$ cat src/rtl/sem_monitor_bridge.sv
// SEM monitor bridge: byte FIFOs between the SEM monitor port and an on-chip host,
// SEM phase tracking, saturating event counters and a heartbeat watchdog.

module sem_monitor_bridge_fifo #(
   parameter int DEPTH = 16
) (
   input  logic       clk_icap,
   input  logic       reset,
   input  logic       push_i,
   input  logic [7:0] wdata_i,
   input  logic       pop_i,
   output logic [7:0] rdata_o,
   output logic       full_o,
   output logic       empty_o
);
   localparam int AW = $clog2(DEPTH);
   localparam int CW = AW + 1;
   localparam logic [CW-1:0] FULL_CNT = CW'(DEPTH);

   logic [7:0]    mem_q [DEPTH];
   logic [AW-1:0] wr_ptr_q, rd_ptr_q;
   logic [CW-1:0] count_q;
   logic          do_push, do_pop;

   assign full_o  = (count_q == FULL_CNT);
   assign empty_o = (count_q == '0);
   assign do_push = push_i && !full_o;
   assign do_pop  = pop_i && !empty_o;
   assign rdata_o = mem_q[rd_ptr_q];

   always_ff @(posedge clk_icap) begin
      if (do_push) mem_q[wr_ptr_q] <= wdata_i;
   end

   always_ff @(posedge clk_icap) begin
      if (reset) begin
         wr_ptr_q <= '0;
         rd_ptr_q <= '0;
         count_q  <= '0;
      end else begin
         if (do_push) wr_ptr_q <= wr_ptr_q + AW'(1);
         if (do_pop)  rd_ptr_q <= rd_ptr_q + AW'(1);
         case ({do_push, do_pop})
            2'b10:   count_q <= count_q + CW'(1);
            2'b01:   count_q <= count_q - CW'(1);
            default: count_q <= count_q;
         endcase
      end
   end
endmodule

// state    | meaning
// INIT     | SEM initialising, waiting for observation
// OBSERVE  | scanning; heartbeat watchdog active
// CORRECT  | correction in progress
// FAULT    | uncorrectable error seen, held until reset
module sem_monitor_bridge #(
   parameter int FIFO_DEPTH = 16,
   parameter int CNT_WIDTH  = 16,
   parameter int HB_TIMEOUT = 1024
) (
   input  logic                 clk_icap,
   input  logic                 reset,
   input  logic                 status_heartbeat,
   input  logic                 status_initialization,
   input  logic                 status_observation,
   input  logic                 status_correction,
   input  logic                 status_uncorrectable,
   input  logic [7:0]           monitor_txdata,
   input  logic                 monitor_txwrite,
   output logic                 monitor_txfull,
   output logic [7:0]           monitor_rxdata,
   input  logic                 monitor_rxread,
   output logic                 monitor_rxempty,
   output logic [7:0]           host_rd_data,
   output logic                 host_rd_valid,
   input  logic                 host_rd_ready,
   input  logic [7:0]           host_wr_data,
   input  logic                 host_wr_valid,
   output logic                 host_wr_ready,
   input  logic                 count_clear,
   output logic [CNT_WIDTH-1:0] corr_count,
   output logic [CNT_WIDTH-1:0] uncorr_count,
   output logic                 hb_timeout,
   output logic                 tx_overflow,
   output logic [1:0]           sem_state
);
   localparam int WDW = $clog2(HB_TIMEOUT + 1);
   localparam logic [WDW-1:0] WD_MAX = WDW'(HB_TIMEOUT);

   typedef enum logic [1:0] {
      ST_INIT    = 2'd0,
      ST_OBSERVE = 2'd1,
      ST_CORRECT = 2'd2,
      ST_FAULT   = 2'd3
   } state_t;

   state_t               state_q;
   logic                 hb_q, obs_q, corr_q, uncorr_q, corr_prev_q, uncorr_prev_q;
   logic                 corr_rise, uncorr_rise;
   logic [CNT_WIDTH-1:0] corr_count_q, corr_count_d, uncorr_count_q, uncorr_count_d;
   logic [WDW-1:0]       wd_q, wd_d;
   logic                 hb_timeout_q, tx_overflow_q;
   logic                 tx_empty, rx_full;
   logic                 init_unused;

   // The INIT phase is implied by the FSM state; the input is kept for port compatibility.
   assign init_unused = status_initialization;

   sem_monitor_bridge_fifo #(.DEPTH(FIFO_DEPTH)) u_tx_fifo (
      .clk_icap (clk_icap),
      .reset    (reset),
      .push_i   (monitor_txwrite),
      .wdata_i  (monitor_txdata),
      .pop_i    (host_rd_ready),
      .rdata_o  (host_rd_data),
      .full_o   (monitor_txfull),
      .empty_o  (tx_empty)
   );

   sem_monitor_bridge_fifo #(.DEPTH(FIFO_DEPTH)) u_rx_fifo (
      .clk_icap (clk_icap),
      .reset    (reset),
      .push_i   (host_wr_valid),
      .wdata_i  (host_wr_data),
      .pop_i    (monitor_rxread),
      .rdata_o  (monitor_rxdata),
      .full_o   (rx_full),
      .empty_o  (monitor_rxempty)
   );

   assign host_rd_valid = !tx_empty;
   assign host_wr_ready = !rx_full;
   assign corr_rise     = corr_q && !corr_prev_q;
   assign uncorr_rise   = uncorr_q && !uncorr_prev_q;

   always_comb begin
      corr_count_d   = corr_count_q;
      uncorr_count_d = uncorr_count_q;
      wd_d           = '0;
      if (count_clear) begin
         corr_count_d   = '0;
         uncorr_count_d = '0;
      end else begin
         if (corr_rise && corr_count_q != '1)     corr_count_d   = corr_count_q + CNT_WIDTH'(1);
         if (uncorr_rise && uncorr_count_q != '1) uncorr_count_d = uncorr_count_q + CNT_WIDTH'(1);
      end
      if (state_q == ST_OBSERVE && !hb_q) wd_d = (wd_q == WD_MAX) ? wd_q : wd_q + WDW'(1);
   end

   always_ff @(posedge clk_icap) begin
      if (reset) begin
         hb_q           <= 1'b0;
         obs_q          <= 1'b0;
         corr_q         <= 1'b0;
         uncorr_q       <= 1'b0;
         corr_prev_q    <= 1'b0;
         uncorr_prev_q  <= 1'b0;
         corr_count_q   <= '0;
         uncorr_count_q <= '0;
         wd_q           <= '0;
         hb_timeout_q   <= 1'b0;
         tx_overflow_q  <= 1'b0;
      end else begin
         hb_q           <= status_heartbeat;
         obs_q          <= status_observation;
         corr_q         <= status_correction;
         uncorr_q       <= status_uncorrectable;
         corr_prev_q    <= corr_q;
         uncorr_prev_q  <= uncorr_q;
         corr_count_q   <= corr_count_d;
         uncorr_count_q <= uncorr_count_d;
         wd_q           <= wd_d;
         if (count_clear)             hb_timeout_q <= 1'b0;
         else if (wd_q == WD_MAX)     hb_timeout_q <= 1'b1;
         if (count_clear)                          tx_overflow_q <= 1'b0;
         else if (monitor_txwrite && monitor_txfull) tx_overflow_q <= 1'b1;
      end
   end

   always_ff @(posedge clk_icap) begin
      if (reset) begin
         state_q <= ST_INIT;
      end else if (uncorr_q) begin
         state_q <= ST_FAULT;
      end else begin
         case (state_q)
            ST_INIT:    if (obs_q) state_q <= ST_OBSERVE;
            ST_OBSERVE: if (corr_q) state_q <= ST_CORRECT;
            ST_CORRECT: if (obs_q && !corr_q) state_q <= ST_OBSERVE;
            default:    state_q <= ST_FAULT;
         endcase
      end
   end

   assign corr_count   = corr_count_q;
   assign uncorr_count = uncorr_count_q;
   assign hb_timeout   = hb_timeout_q;
   assign tx_overflow  = tx_overflow_q;
   assign sem_state    = state_q;
endmodule

$ cat config.mk
export PLATFORM = sky130hd
export DESIGN_NAME = sem_monitor_bridge
export DESIGN_NICKNAME = d
export VERILOG_FILES = /design/src/rtl/sem_monitor_bridge.sv
export SDC_FILE = /design/constraint.sdc
export NUM_CORES = 1
export LEC_CHECK = 0
export BUFFER_PORTS_ARGS = -buffer_cell sky130_fd_sc_hd__buf_4
export CAP_MARGIN = 30
export CORE_MARGIN = 1.5
export CORE_UTILIZATION = 50
export CTS_BUF_LIST = sky130_fd_sc_hd__clkbuf_2 sky130_fd_sc_hd__clkbuf_4 sky130_fd_sc_hd__clkbuf_8
export DETAILED_ROUTE_END_ITERATION = 12
export HOLD_SLACK_MARGIN = 0.06
export PLACE_DENSITY = 0.68
export SLEW_MARGIN = 10
export SYNTH_ARGS = -nofsm -noshare
export SYNTH_HDL_FRONTEND = slang
export SYNTH_SLANG_ARGS = --single-unit
export TNS_END_PERCENT = 20
$ cat constraint.sdc
create_clock -name clk_icap -period 3.5 [get_ports clk_icap]
set_clock_uncertainty 0.1 [all_clocks]
set_input_delay 0.175 -clock clk_icap [delete_from_list [all_inputs] [get_ports clk_icap]]
set_output_delay 0.175 -clock clk_icap [all_outputs]
set_load 0.01 [all_outputs]
==> metrics.log, run 1 <==
[metrics] result of the run: completed
[metrics] number of synthesized register bits: 343
[metrics] H-Tree Level Count: 2
[metrics] WP data arrival: 3480 ps
[metrics] largest area contributor in the netlist: edfxtp_1
[metrics] Area growth, synth to finish: 17.8%
[metrics] number of pins exceeding their max-slew limit in the final report: 0
[metrics] most frequent cells in the layout: edfxtp_1 (256), nor2_1 (121), buf_4 (108)
[metrics] post-DR vias/cell: 5.44
[metrics] final critical path time including I/O delays and setup: 3130 ps
[metrics] grt total ovfl: 0
[metrics] count of endpoints failing setup in the final report: 0
[metrics] maximum VDD drop: 0.279 mV
[metrics] filler cell count: 2055
[metrics] number of clock buffers inserted by TritonCTS: 55
[metrics] fraction of final layout cells sized beyond drive strength 1: 0.271
[metrics] violation count after the first detailed-routing iteration: 602
[metrics] count of buffers from port buffering: 82
[metrics] critical-path cell list: or4_4 -> o21a_1 -> ha_1 -> xor2_1 -> ha_1 -> nor4_1 -> a31oi_1 -> mux2i_1 -> o22ai_2 -> mux2_4
[metrics] via count of the first global-routing pass: 7732
[metrics] Synth top area share: 0.550
[metrics] area of the die: 0.0289 mm²
[metrics] TritonCTS Sinks: 343
[metrics] setup repair after global routing missed its margin: no
[metrics] final total negative setup slack: 0 ps
[metrics] estimated wirelength of the detail-placed design: 16800 µm
[metrics] Min-Delay Path Depth: 4
[metrics] starting density of the core: 0.514
[metrics] leading cell types by total area after synthesis: edfxtp_1 (55%), mux4_2 (13%), dfxtp_1 (12%)
[metrics] wire length of the first global-routing pass: 42300 µm
[metrics] routed length per placed instance: 18.4 µm
[metrics] post-detailed-route DRC marker count: 0
[metrics] path category of the worst min-delay check: input pin to register
[metrics] number of gates resized after CTS: 0
[metrics] number of instances in the synthesized netlist: 887
[metrics] number of diodes added for antenna fixing: 0
[metrics] cell mode on critical path: ha_1
[metrics] launching element type of the critical path: register
[metrics] Clock Latency Late Sink: 560 ps
[metrics] largest fanout on the critical path: 9
[metrics] Seq/Total Area, Yosys: 0.675
[metrics] count of flip-flops with a built-in enable after synthesis: 256
[metrics] cell depth of the worst flop-to-flop path: 10
[metrics] ys flop type: edfxtp_1
[metrics] worst slew margin relative to its limit: 0.355
[metrics] total routing resource utilization after global routing: 0.191
[metrics] fmax: 319 MHz
[metrics] TritonCTS clock tree: done
[metrics] height of the die: 170 µm
[metrics] global placement routability congestion: 0.786
[metrics] worst setup path category: register to register
[metrics] longest individual stage delay on the worst path: 560 ps
[metrics] Clk Tree Root Cell: clkbuf_8
[metrics] Netlist Area Pre-Place: 0.0140 mm²
[metrics] post-route standard cell area excluding fillers: 0.0165 mm²
[metrics] critical path's slowest cell: or4_4
[metrics] Pleak: 5.52 nW
[metrics] number of antenna-violating nets in the routed design: 0
[metrics] yosys warns: 0
[metrics] Syn Nets: 933
[metrics] Clk pin slew, worst setup/hold paths: 60 ps
[metrics] fraction of registers with async set/reset: 0
[metrics] Netlist cell types: 55
[metrics] number of rows in the core area: 60
[metrics] leading cell type in the layout, fill and taps excluded: edfxtp_1
[metrics] final-stage net count: 1080
[metrics] number of buffers on the longest clock path: 3
[metrics] mean post-synth cell area: 15.7 µm²
[metrics] Final Hold Viols: 0
[metrics] Boundary Pins: 84
[metrics] total vias in the final route: 7886
[metrics] overall die width: 170 µm
[metrics] sort of element at the end of the critical path: register
[metrics] Total Routed Length: 26600 µm
[metrics] Post-Place Setup Slack: 376 ps
[metrics] maximum number of pins on one net before global-route repair: 50
[metrics] TritonRoute pass-1 iters: 5
[metrics] data required time of the worst path: 3840 ps
[metrics] Worst-Margin Slew: 964 ps
[metrics] Final period util: 0.895
[metrics] number of antenna violations at the first check in global routing: 0
[metrics] post-placement cell area: 0.0150 mm²
[metrics] area of the core region: 0.0272 mm²
[metrics] number of max-cap violations: 0
[metrics] Power per Cell Area: 627 mW/mm²
[metrics] least setup slack across all paths after layout: 366 ps
## synthesized netlist by cell type (all sizes together), types with 5 or more instances
library cell and number:
a211oi 9, a21oi 17, and3 7, and4 5, buf 21, clkbuf 25, dfxtp 87, edfxtp 256
ha 18, inv 20, mux2i 10, mux4 80, nand2 28, nand2b 8, nand3 20, nand4 13
nor2 121, nor2b 10, nor3 23, nor4 8, xnor2 26, xor2 27
## final timing paths
path	start	end	slack [ps]
setup reg to reg	u_rx_fifo.count_q[0]	u_rx_fifo.count_q[4]	370
setup / recovery	u_rx_fifo.count_q[0]	u_rx_fifo.count_q[4]	370
hold / removal	host_rd_ready	u_tx_fifo.rd_ptr_q[1]	100
hold reg to reg	tx_overflow	tx_overflow	380
## flip-flops by register name, summed over array words and instances (netlist names), 2 cells and up, named ones only
signal	count
u_tx_fifo.wr_ptr_q	4
wd_q	11
u_rx_fifo.wr_ptr_q	4
u_rx_fifo.mem_q	128
u_rx_fifo.rd_ptr_q	4
uncorr_count	16
u_tx_fifo.rd_ptr_q	4
corr_count	16
u_tx_fifo.count_q	5
u_rx_fifo.count_q	5
sem_state	2
u_tx_fifo.mem_q	128
## worst max-delay path: cells and delay by family, from the launching register on
family | cells | cell delay (ps)
AO/OA/AOI/OAI | 3 | 650
XOR/XNOR | 1 | 170
adder cells (fa/ha/maj) | 2 | 550
flip-flops | 1 | 360
multiplexers | 2 | 560
AND/OR/NAND/NOR | 2 | 610
## layout make-up
class | instances | area [µm²] | share of cell area
clock buffers | 81 | 1000 | 0.0609
clock inverters | 19 | 126 | 0.00768
inverters | 20 | 75.1 | 0.00456
multi-input cells | 478 | 4260 | 0.259
flip-flops and latches | 343 | 9430 | 0.573
well taps | 372 | 465 | 0.0283
repair buffers | 136 | 1100 | 0.0669
## kinds of logic after synthesis
group                      Yosys count  share of synthesized area
buffers and inverters               66                     0.0201
muxes                               93                      0.139
and+or+nand+nor                    263                     0.0914
adders and majority gates           18                     0.0161
AOI/OAI and AO/OA                   51                     0.0253
xor gates and xnor gates            53                     0.0332
DFF                                343                      0.675
## what timing repair did
item	CTS	global route
setup buffers	0	0
hold buffers	27	0
hold endpoints to repair	298	0
setup endpoints to repair	0	0
## power by group
group | internal, mW | switching [mW] | leakage, nW | total, mW
Combinational | 1.17 | 0.999 | 1.90 | 2.17
Sequential | 4.56 | 0.191 | 3.02 | 4.75
Clock | 1.91 | 1.49 | 0.599 | 3.40
Total | 7.64 | 2.68 | 5.52 | 10.3
## routing by layer
| layer | vias to the layer above | track usage | routed length [µm] |
|---|---|---|---|
| li1 | 3688 | - | - |
| met5 | - | 0 | 0 |
| met3 | 43 | 0.0447 | 1960 |
| met2 | 248 | 0.290 | 12200 |
| met4 | 0 | 0.0554 | 473 |
| met1 | 3907 | 0.276 | 12000 |
## stage by stage
stage	total power, mW	util	hold WS (ps)	std cells
after floorplan	6.40	-	174	887
after global placement	6.99	0.553	286	1319
after detailed placement	7.01	0.554	293	1320
after CTS	10.5	0.605	68.5	1447
after global routing	10.8	0.606	90.4	1449
final	10.3	0.606	96.7	1449
No activity file was read; power rests on OpenSTA's default activity.
==> run 2: changes to the inputs <==
Settings changed: PLACE_DENSITY 0.68 to unset, PLACE_DENSITY_LB_ADDON set to 0.12.
==> metrics.log, run 2 (same netlist as run 1, synthesis figures left out) <==
[metrics] number of max-cap violations: 0 (unchanged)
[metrics] leading cell type in the layout, fill and taps excluded: edfxtp_1
[metrics] wire length the detailed router placed on met1: 13000 µm (+8.5%)
[metrics] longest individual stage delay on the worst path: 550 ps (about the same)
[metrics] total vias in the final route: 7839 (-0.60%)
[metrics] TritonCTS Sinks: 343 (unchanged)
[metrics] critical-path cell list: or4_4 -> o21a_1 -> ha_1 -> xor2_1 -> ha_1 -> nor4_1 -> a31oi_1 -> mux2i_1 -> o22ai_2 -> mux2_4
[metrics] global placement routability congestion: 0.777 (-1.1%)
[metrics] Final period util: 0.900 (+0.00455)
[metrics] largest fanout on the critical path: 9 (unchanged)
[metrics] top flop regs: u_rx_fifo.mem_q: 128 flops, u_tx_fifo.mem_q: 128 flops
[metrics] violation count after the first detailed-routing iteration: 667 (+11%)
[metrics] endpoint of the worst-slack reg-to-reg timing path: u_rx_fifo.count_q[4]
[metrics] Clk pin slew, worst setup/hold paths: 60 ps (about the same)
[metrics] data required time of the worst path: 3870 ps (+30 ps)
[metrics] reported net switching power: 2.78 mW (+3.8%)
[metrics] sequential share of power: 0.447 (-0.013)
[metrics] startpoint of the worst register-to-register path: u_rx_fifo.count_q[1]
[metrics] Clock Latency Late Sink: 570 ps (about the same)
[metrics] path category of the worst min-delay check: input pin to register
[metrics] Area growth, synth to finish: 18.3%
[metrics] final total negative setup slack: 0 ps (unchanged)
[metrics] worst setup path category: register to register
[metrics] cell depth of the worst flop-to-flop path: 10 (unchanged)
[metrics] post-CTS repair timing setup buffer count: 0 (unchanged)
[metrics] grt total ovfl: 0 (unchanged)
[metrics] TritonRoute pass-1 iters: 5 (unchanged)
[metrics] overall die width: 170 µm (unchanged)
[metrics] area of the die: 0.0289 mm² (unchanged)
[metrics] number of buffers on the longest clock path: 3 (unchanged)
[metrics] worst slew margin relative to its limit: 0.389 (+0.0340)
[metrics] Clk Tree Root Cell: clkbuf_8
[metrics] Total Routed Length: 27500 µm (+3.3%)
[metrics] via count of the first global-routing pass: 7659 (-0.94%)
[metrics] total routing resource utilization after global routing: 0.195 (+0.00384)
[metrics] cell mode on critical path: ha_1
[metrics] part of the total power dissipated in the clock network: 0.342 (+0.013)
[metrics] estimated wirelength of the detail-placed design: 16900 µm (+0.58%)
[metrics] area of the core region: 0.0272 mm² (unchanged)
[metrics] starting density of the core: 0.514 (unchanged)
[metrics] fmax: 317 MHz (-0.51%)
[metrics] Pleak: 5.54 nW (+0.32%)
[metrics] critical path's slowest cell: or4_4
[metrics] setup repair after global routing missed its margin: no
[metrics] sum of met3 wire segment lengths after detailed routing: 1590 µm (-19%)
[metrics] fraction of final layout cells sized beyond drive strength 1: 0.270 (-0.000929)
[metrics] Sw Ratio: 0.262 (+0.00211)
[metrics] count of buffers from port buffering: 82 (unchanged)
[metrics] number of pins exceeding their max-slew limit in the final report: 0 (unchanged)
[metrics] routed length per placed instance: 19.0 µm (+3.3%)
[metrics] Final Hold Viols: 0 (unchanged)
[metrics] final-stage net count: 1077 (-0.28%)
[metrics] number of diodes added for antenna fixing: 0 (unchanged)
[metrics] TritonCTS clock tree: done
[metrics] internal power of the cells: 7.85 mW (+2.7%)
[metrics] H-Tree Level Count: 2 (unchanged)
[metrics] WP data arrival: 3520 ps (+40 ps)
[metrics] HP Start: host_rd_ready
[metrics] most frequent cells in the layout: edfxtp_1 (256), nor2_1 (121), buf_4 (104)
[metrics] post-DR vias/cell: 5.41 (-0.60%)
[metrics] Cells after DPL: 1317 (-0.23%)
[metrics] result of the run: completed
[metrics] count of endpoints failing setup in the final report: 0 (unchanged)
[metrics] post-route insts no fill: 1449 (unchanged)
[metrics] maximum VDD drop: 0.444 mV (+59%)
[metrics] share of total power in combinational logic: 0.211 (about the same)
[metrics] Worst-Margin Slew: 913 ps (-50.8 ps)
[metrics] height of the die: 170 µm (unchanged)
[metrics] total power draw: 10.6 mW (+3.0%)
[metrics] post-detailed-route DRC marker count: 0 (unchanged)
[metrics] Boundary Pins: 84 (unchanged)
[metrics] wire length of the first global-routing pass: 42600 µm (+0.69%)
[metrics] Min-Delay Path Depth: 4 (unchanged)
[metrics] number of antenna-violating nets in the routed design: 0 (unchanged)
[metrics] maximum number of pins on one net before global-route repair: 50 (unchanged)
[metrics] number of rows in the core area: 60 (unchanged)
[metrics] Worst R2R Setup Slack: 350 ps (-20 ps)
[metrics] top routing layer used: met4
[metrics] launching element type of the critical path: register
[metrics] sort of element at the end of the critical path: register
[metrics] number of clock buffers inserted by TritonCTS: 54 (-1.8%)
[metrics] met2 wire length: 12500 µm (+2.4%)
[metrics] final critical path time including I/O delays and setup: 3150 ps (+15.9 ps)
[metrics] Power per Cell Area: 643 mW/mm² (+2.6%)
[metrics] number of antenna violations at the first check in global routing: 0 (unchanged)
## run 2: worst max-delay path by stage
stage	start	endpoint	slack (ps)	cells after the start
2_1_floorplan	u_rx_fifo.count_q[1]	u_rx_fifo.count_q[4]	490	13
3_3_place_gp	u_rx_fifo.count_q[0]	u_rx_fifo.count_q[4]	400	10
3_5_place_dp	u_rx_fifo.count_q[1]	u_rx_fifo.count_q[4]	380	10
4_1_cts	u_rx_fifo.count_q[1]	u_rx_fifo.count_q[4]	350	10
5_1_grt	u_rx_fifo.count_q[1]	u_rx_fifo.count_q[4]	190	10
6_report	u_rx_fifo.count_q[1]	u_rx_fifo.count_q[4]	350	10
## run 2: critical path: cells and delay by family (launching register included)
kind	cells	cell delay, ps
AND/OR/NAND/NOR	2	750
flip-flops	1	390
multiplexers	2	470
XOR/XNOR	1	180
AO/OA/AOI/OAI	3	570
adder cells (fa/ha/maj)	2	560
## run 2: cell type report
cell class	instances	area [µm²]
fillers	2092	10600
multi-input cells	478	4260
well taps	372	465
clock inverters	23	215
flip-flops and latches	343	9430
clock buffers	79	981
inverters	20	75.1
repair buffers	134	1100
## run 2: metrics by stage
step / utilization / area, µm² / setup WS [ps] / hold slack, ps
CTS: 0.608 / 16500 / 354 / 67.1
finish: 0.608 / 16500 / 350 / 87.8
floorplan: - / 14000 / 494 / 174
global route: 0.608 / 16500 / 185 / 98.4
global placement: 0.553 / 15000 / 396 / 291
detailed placement: 0.553 / 15000 / 378 / 289
## run 2: repair_timing
item | in CTS | in global routing
resized for setup | 0 | 0
hold buffers | 28 | 0
endpoints found under the hold margin | 298 | 0
setup endpoints to repair | 0 | 0
## run 2: power by group through the flow
| stage | sequential, mW | combinational (mW) | clock (mW) |
|---|---|---|---|
| 2_1_floorplan | 4.72 | 1.68 | 0 |
| 3_3_place_gp | 4.83 | 2.24 | 0 |
| 3_5_place_dp | 4.84 | 2.25 | 0 |
| 4_1_cts | 4.75 | 2.28 | 3.73 |
| 5_1_grt | 4.78 | 2.44 | 3.91 |
| 6_report | 4.75 | 2.24 | 3.64 |
## run 2: routing by layer
metal,GRT usage,vias to the layer above
met2,0.294,209
li1,-,3689
met1,0.289,3908
met5,0,-
met4,0.0550,0
met3,0.0391,33
==> run 3: changes to the inputs <==
Settings changed: MAX_ROUTING_LAYER set to met4.
==> metrics.log, run 3 (same netlist as run 1, synthesis figures left out) <==
[metrics] result of the run: completed
[metrics] Post-Place Setup Slack: 378 ps (unchanged)
[metrics] met2 wire length: 12500 µm (about the same)
[metrics] post-CTS repair timing setup buffer count: 0 (unchanged)
[metrics] count of buffers from port buffering: 82 (unchanged)
[metrics] routed length per placed instance: 19.0 µm (+0.23%)
[metrics] TritonCTS Sinks: 343 (unchanged)
[metrics] Cells after DPL: 1317 (unchanged)
[metrics] sum of met3 wire segment lengths after detailed routing: 1400 µm (-12%)
[metrics] maximum number of pins on one net before global-route repair: 50 (unchanged)
[metrics] Worst-Margin Slew: 910 ps (-3.19 ps)
[metrics] number of max-cap violations: 0 (unchanged)
[metrics] grt total ovfl: 0 (unchanged)
[metrics] number of diodes added for antenna fixing: 0 (unchanged)
[metrics] endpoint of the worst-slack reg-to-reg timing path: u_rx_fifo.count_q[4]
[metrics] top routing layer used: met4
[metrics] most frequent cells in the layout: edfxtp_1 (256), nor2_1 (121), buf_4 (104)
[metrics] sort of element at the end of the critical path: register
[metrics] startpoint of the worst register-to-register path: u_rx_fifo.count_q[1]
[metrics] post-DR vias/cell: 5.41 (about the same)
[metrics] wire length the detailed router placed on met1: 13200 µm (+1.9%)
[metrics] Final Hold Viols: 0 (unchanged)
[metrics] largest fanout on the critical path: 9 (unchanged)
[metrics] total vias in the final route: 7841 (+0.026%)
[metrics] starting density of the core: 0.514 (unchanged)
[metrics] launching element type of the critical path: register
[metrics] total routing resource utilization after global routing: 0.201 (+0.00619)
[metrics] area of the core region: 0.0272 mm² (unchanged)
[metrics] post-detailed-route DRC marker count: 0 (unchanged)
[metrics] final-stage net count: 1077 (unchanged)
[metrics] data required time of the worst path: 3870 ps (about the same)
[metrics] Clk pin slew, worst setup/hold paths: 60 ps (about the same)
[metrics] number of gates resized after CTS: 0 (unchanged)
[metrics] TritonCTS clock tree: done
[metrics] number of buffers on the longest clock path: 3 (unchanged)
[metrics] hold buffer count at cts: 28 (unchanged)
[metrics] Final period util: 0.899 (-0.00137)
[metrics] Clk Tree Root Cell: clkbuf_8
[metrics] WP data arrival: 3520 ps (about the same)
[metrics] count of endpoints failing setup in the final report: 0 (unchanged)
[metrics] path category of the worst min-delay check: input pin to register
[metrics] final critical path time including I/O delays and setup: 3150 ps (-4.79 ps)
[metrics] Power per Cell Area: 644 mW/mm² (about the same)
[metrics] violation count after the first detailed-routing iteration: 680 (+1.9%)
[metrics] TritonRoute pass-1 iters: 5 (unchanged)
[metrics] Area growth, synth to finish: 18.3% (unchanged)
[metrics] Worst setup startpoint: u_rx_fifo.count_q[1]
[metrics] final total negative setup slack: 0 ps (unchanged)
[metrics] destination of the critical timing path: u_rx_fifo.count_q[4]
[metrics] worst setup path category: register to register
[metrics] top flop regs: u_rx_fifo.mem_q: 128 flops, u_tx_fifo.mem_q: 128 flops
[metrics] global placement routability congestion: 0.791 (+1.7%)
[metrics] number of rows in the core area: 60 (unchanged)
[metrics] overall die width: 170 µm (unchanged)
[metrics] maximum VDD drop: 0.445 mV (+0.18%)
[metrics] least setup slack across all paths after layout: 355 ps (+4.79 ps)
[metrics] number of antenna-violating nets in the routed design: 0 (unchanged)
[metrics] wire length of the first global-routing pass: 42600 µm (about the same)
[metrics] height of the die: 170 µm (unchanged)
[metrics] post-route insts no fill: 1449 (unchanged)
[metrics] leading cell type in the layout, fill and taps excluded: edfxtp_1
[metrics] number of antenna violations at the first check in global routing: 0 (unchanged)
[metrics] Worst R2R Setup Slack: 350 ps (about the same)
[metrics] Pleak: 5.54 nW (unchanged)
[metrics] fmax: 318 MHz (+0.15%)
[metrics] share of the core filled with cells in the final layout: 0.608 (unchanged)
[metrics] cell depth of the worst flop-to-flop path: 10 (unchanged)
[metrics] setup repair after global routing missed its margin: no
[metrics] area of the die: 0.0289 mm² (unchanged)
[metrics] number of pins exceeding their max-slew limit in the final report: 0 (unchanged)
[metrics] Boundary Pins: 84 (unchanged)
[metrics] number of clock buffers inserted by TritonCTS: 54 (unchanged)
[metrics] estimated wirelength of the detail-placed design: 16900 µm (unchanged)
[metrics] Total Routed Length: 27600 µm (+0.23%)
[metrics] via count of the first global-routing pass: 7660 (+0.013%)
[metrics] Clock Latency Late Sink: 580 ps (about the same)
[metrics] H-Tree Level Count: 2 (unchanged)
[metrics] worst slew margin relative to its limit: 0.391 (+0.00213)
[metrics] total power draw: 10.6 mW (about the same)
[metrics] fraction of final layout cells sized beyond drive strength 1: 0.270 (unchanged)
[run 3: critical path, cell delays in order, from the launching register on]
cell	delay, ps
dfxtp_1	390
or4_4	550
o21a_1	280
ha_1	340
xor2_1	180
ha_1	220
nor4_1	200
a31oi_1	120
mux2i_1	160
o22ai_2	170
mux2_4	310
[run 3: per-stage QoR]
step	hold slack, ps	area (µm²)
detailed placement	289	15000
CTS	67.1	16500
global placement	291	15000
floorplan	174	14000
finish	88.8	16500
global route	98.4	16500
[run 3: routing by layer]
layer	track usage	vias to the layer above
met5	-	-
met3	0.0365	34
met1	0.291	3926
li1	-	3689
met4	0.0550	0
met2	0.294	192
[run 3: where the power goes]
part	total, mW	internal [mW]	leakage [nW]	switching (mW)
registers	4.75	4.56	3.02	0.196
logic	2.24	1.19	1.89	1.06
clock network	3.64	2.10	0.628	1.53
[run 3: cell type report]
| type | instances | area (µm²) |
|---|---|---|
| clock buffer | 79 | 981 |
| clock inverter | 23 | 215 |
| fill | 2092 | 10600 |
| inverter | 20 | 75.1 |
| multi-input combinational | 478 | 4260 |
| sequential | 343 | 9430 |
| tap | 372 | 465 |
| timing repair buffer | 134 | 1100 |
[run 3: worst min path at each step]
| stage | from | endpoint | cells after the start |
|---|---|---|---|
| 6_report | host_rd_ready | register | 4 |
| 3_5_place_dp | status_correction | corr_q | 2 |
| 5_1_grt | monitor_rxread | u_rx_fifo.rd_ptr_q[1] | 4 |
| 4_1_cts | host_rd_ready | register | 4 |
| 3_3_place_gp | status_correction | corr_q | 2 |
| 2_1_floorplan | host_wr_data[0] | u_rx_fifo.mem_q[0][0] | 0 |
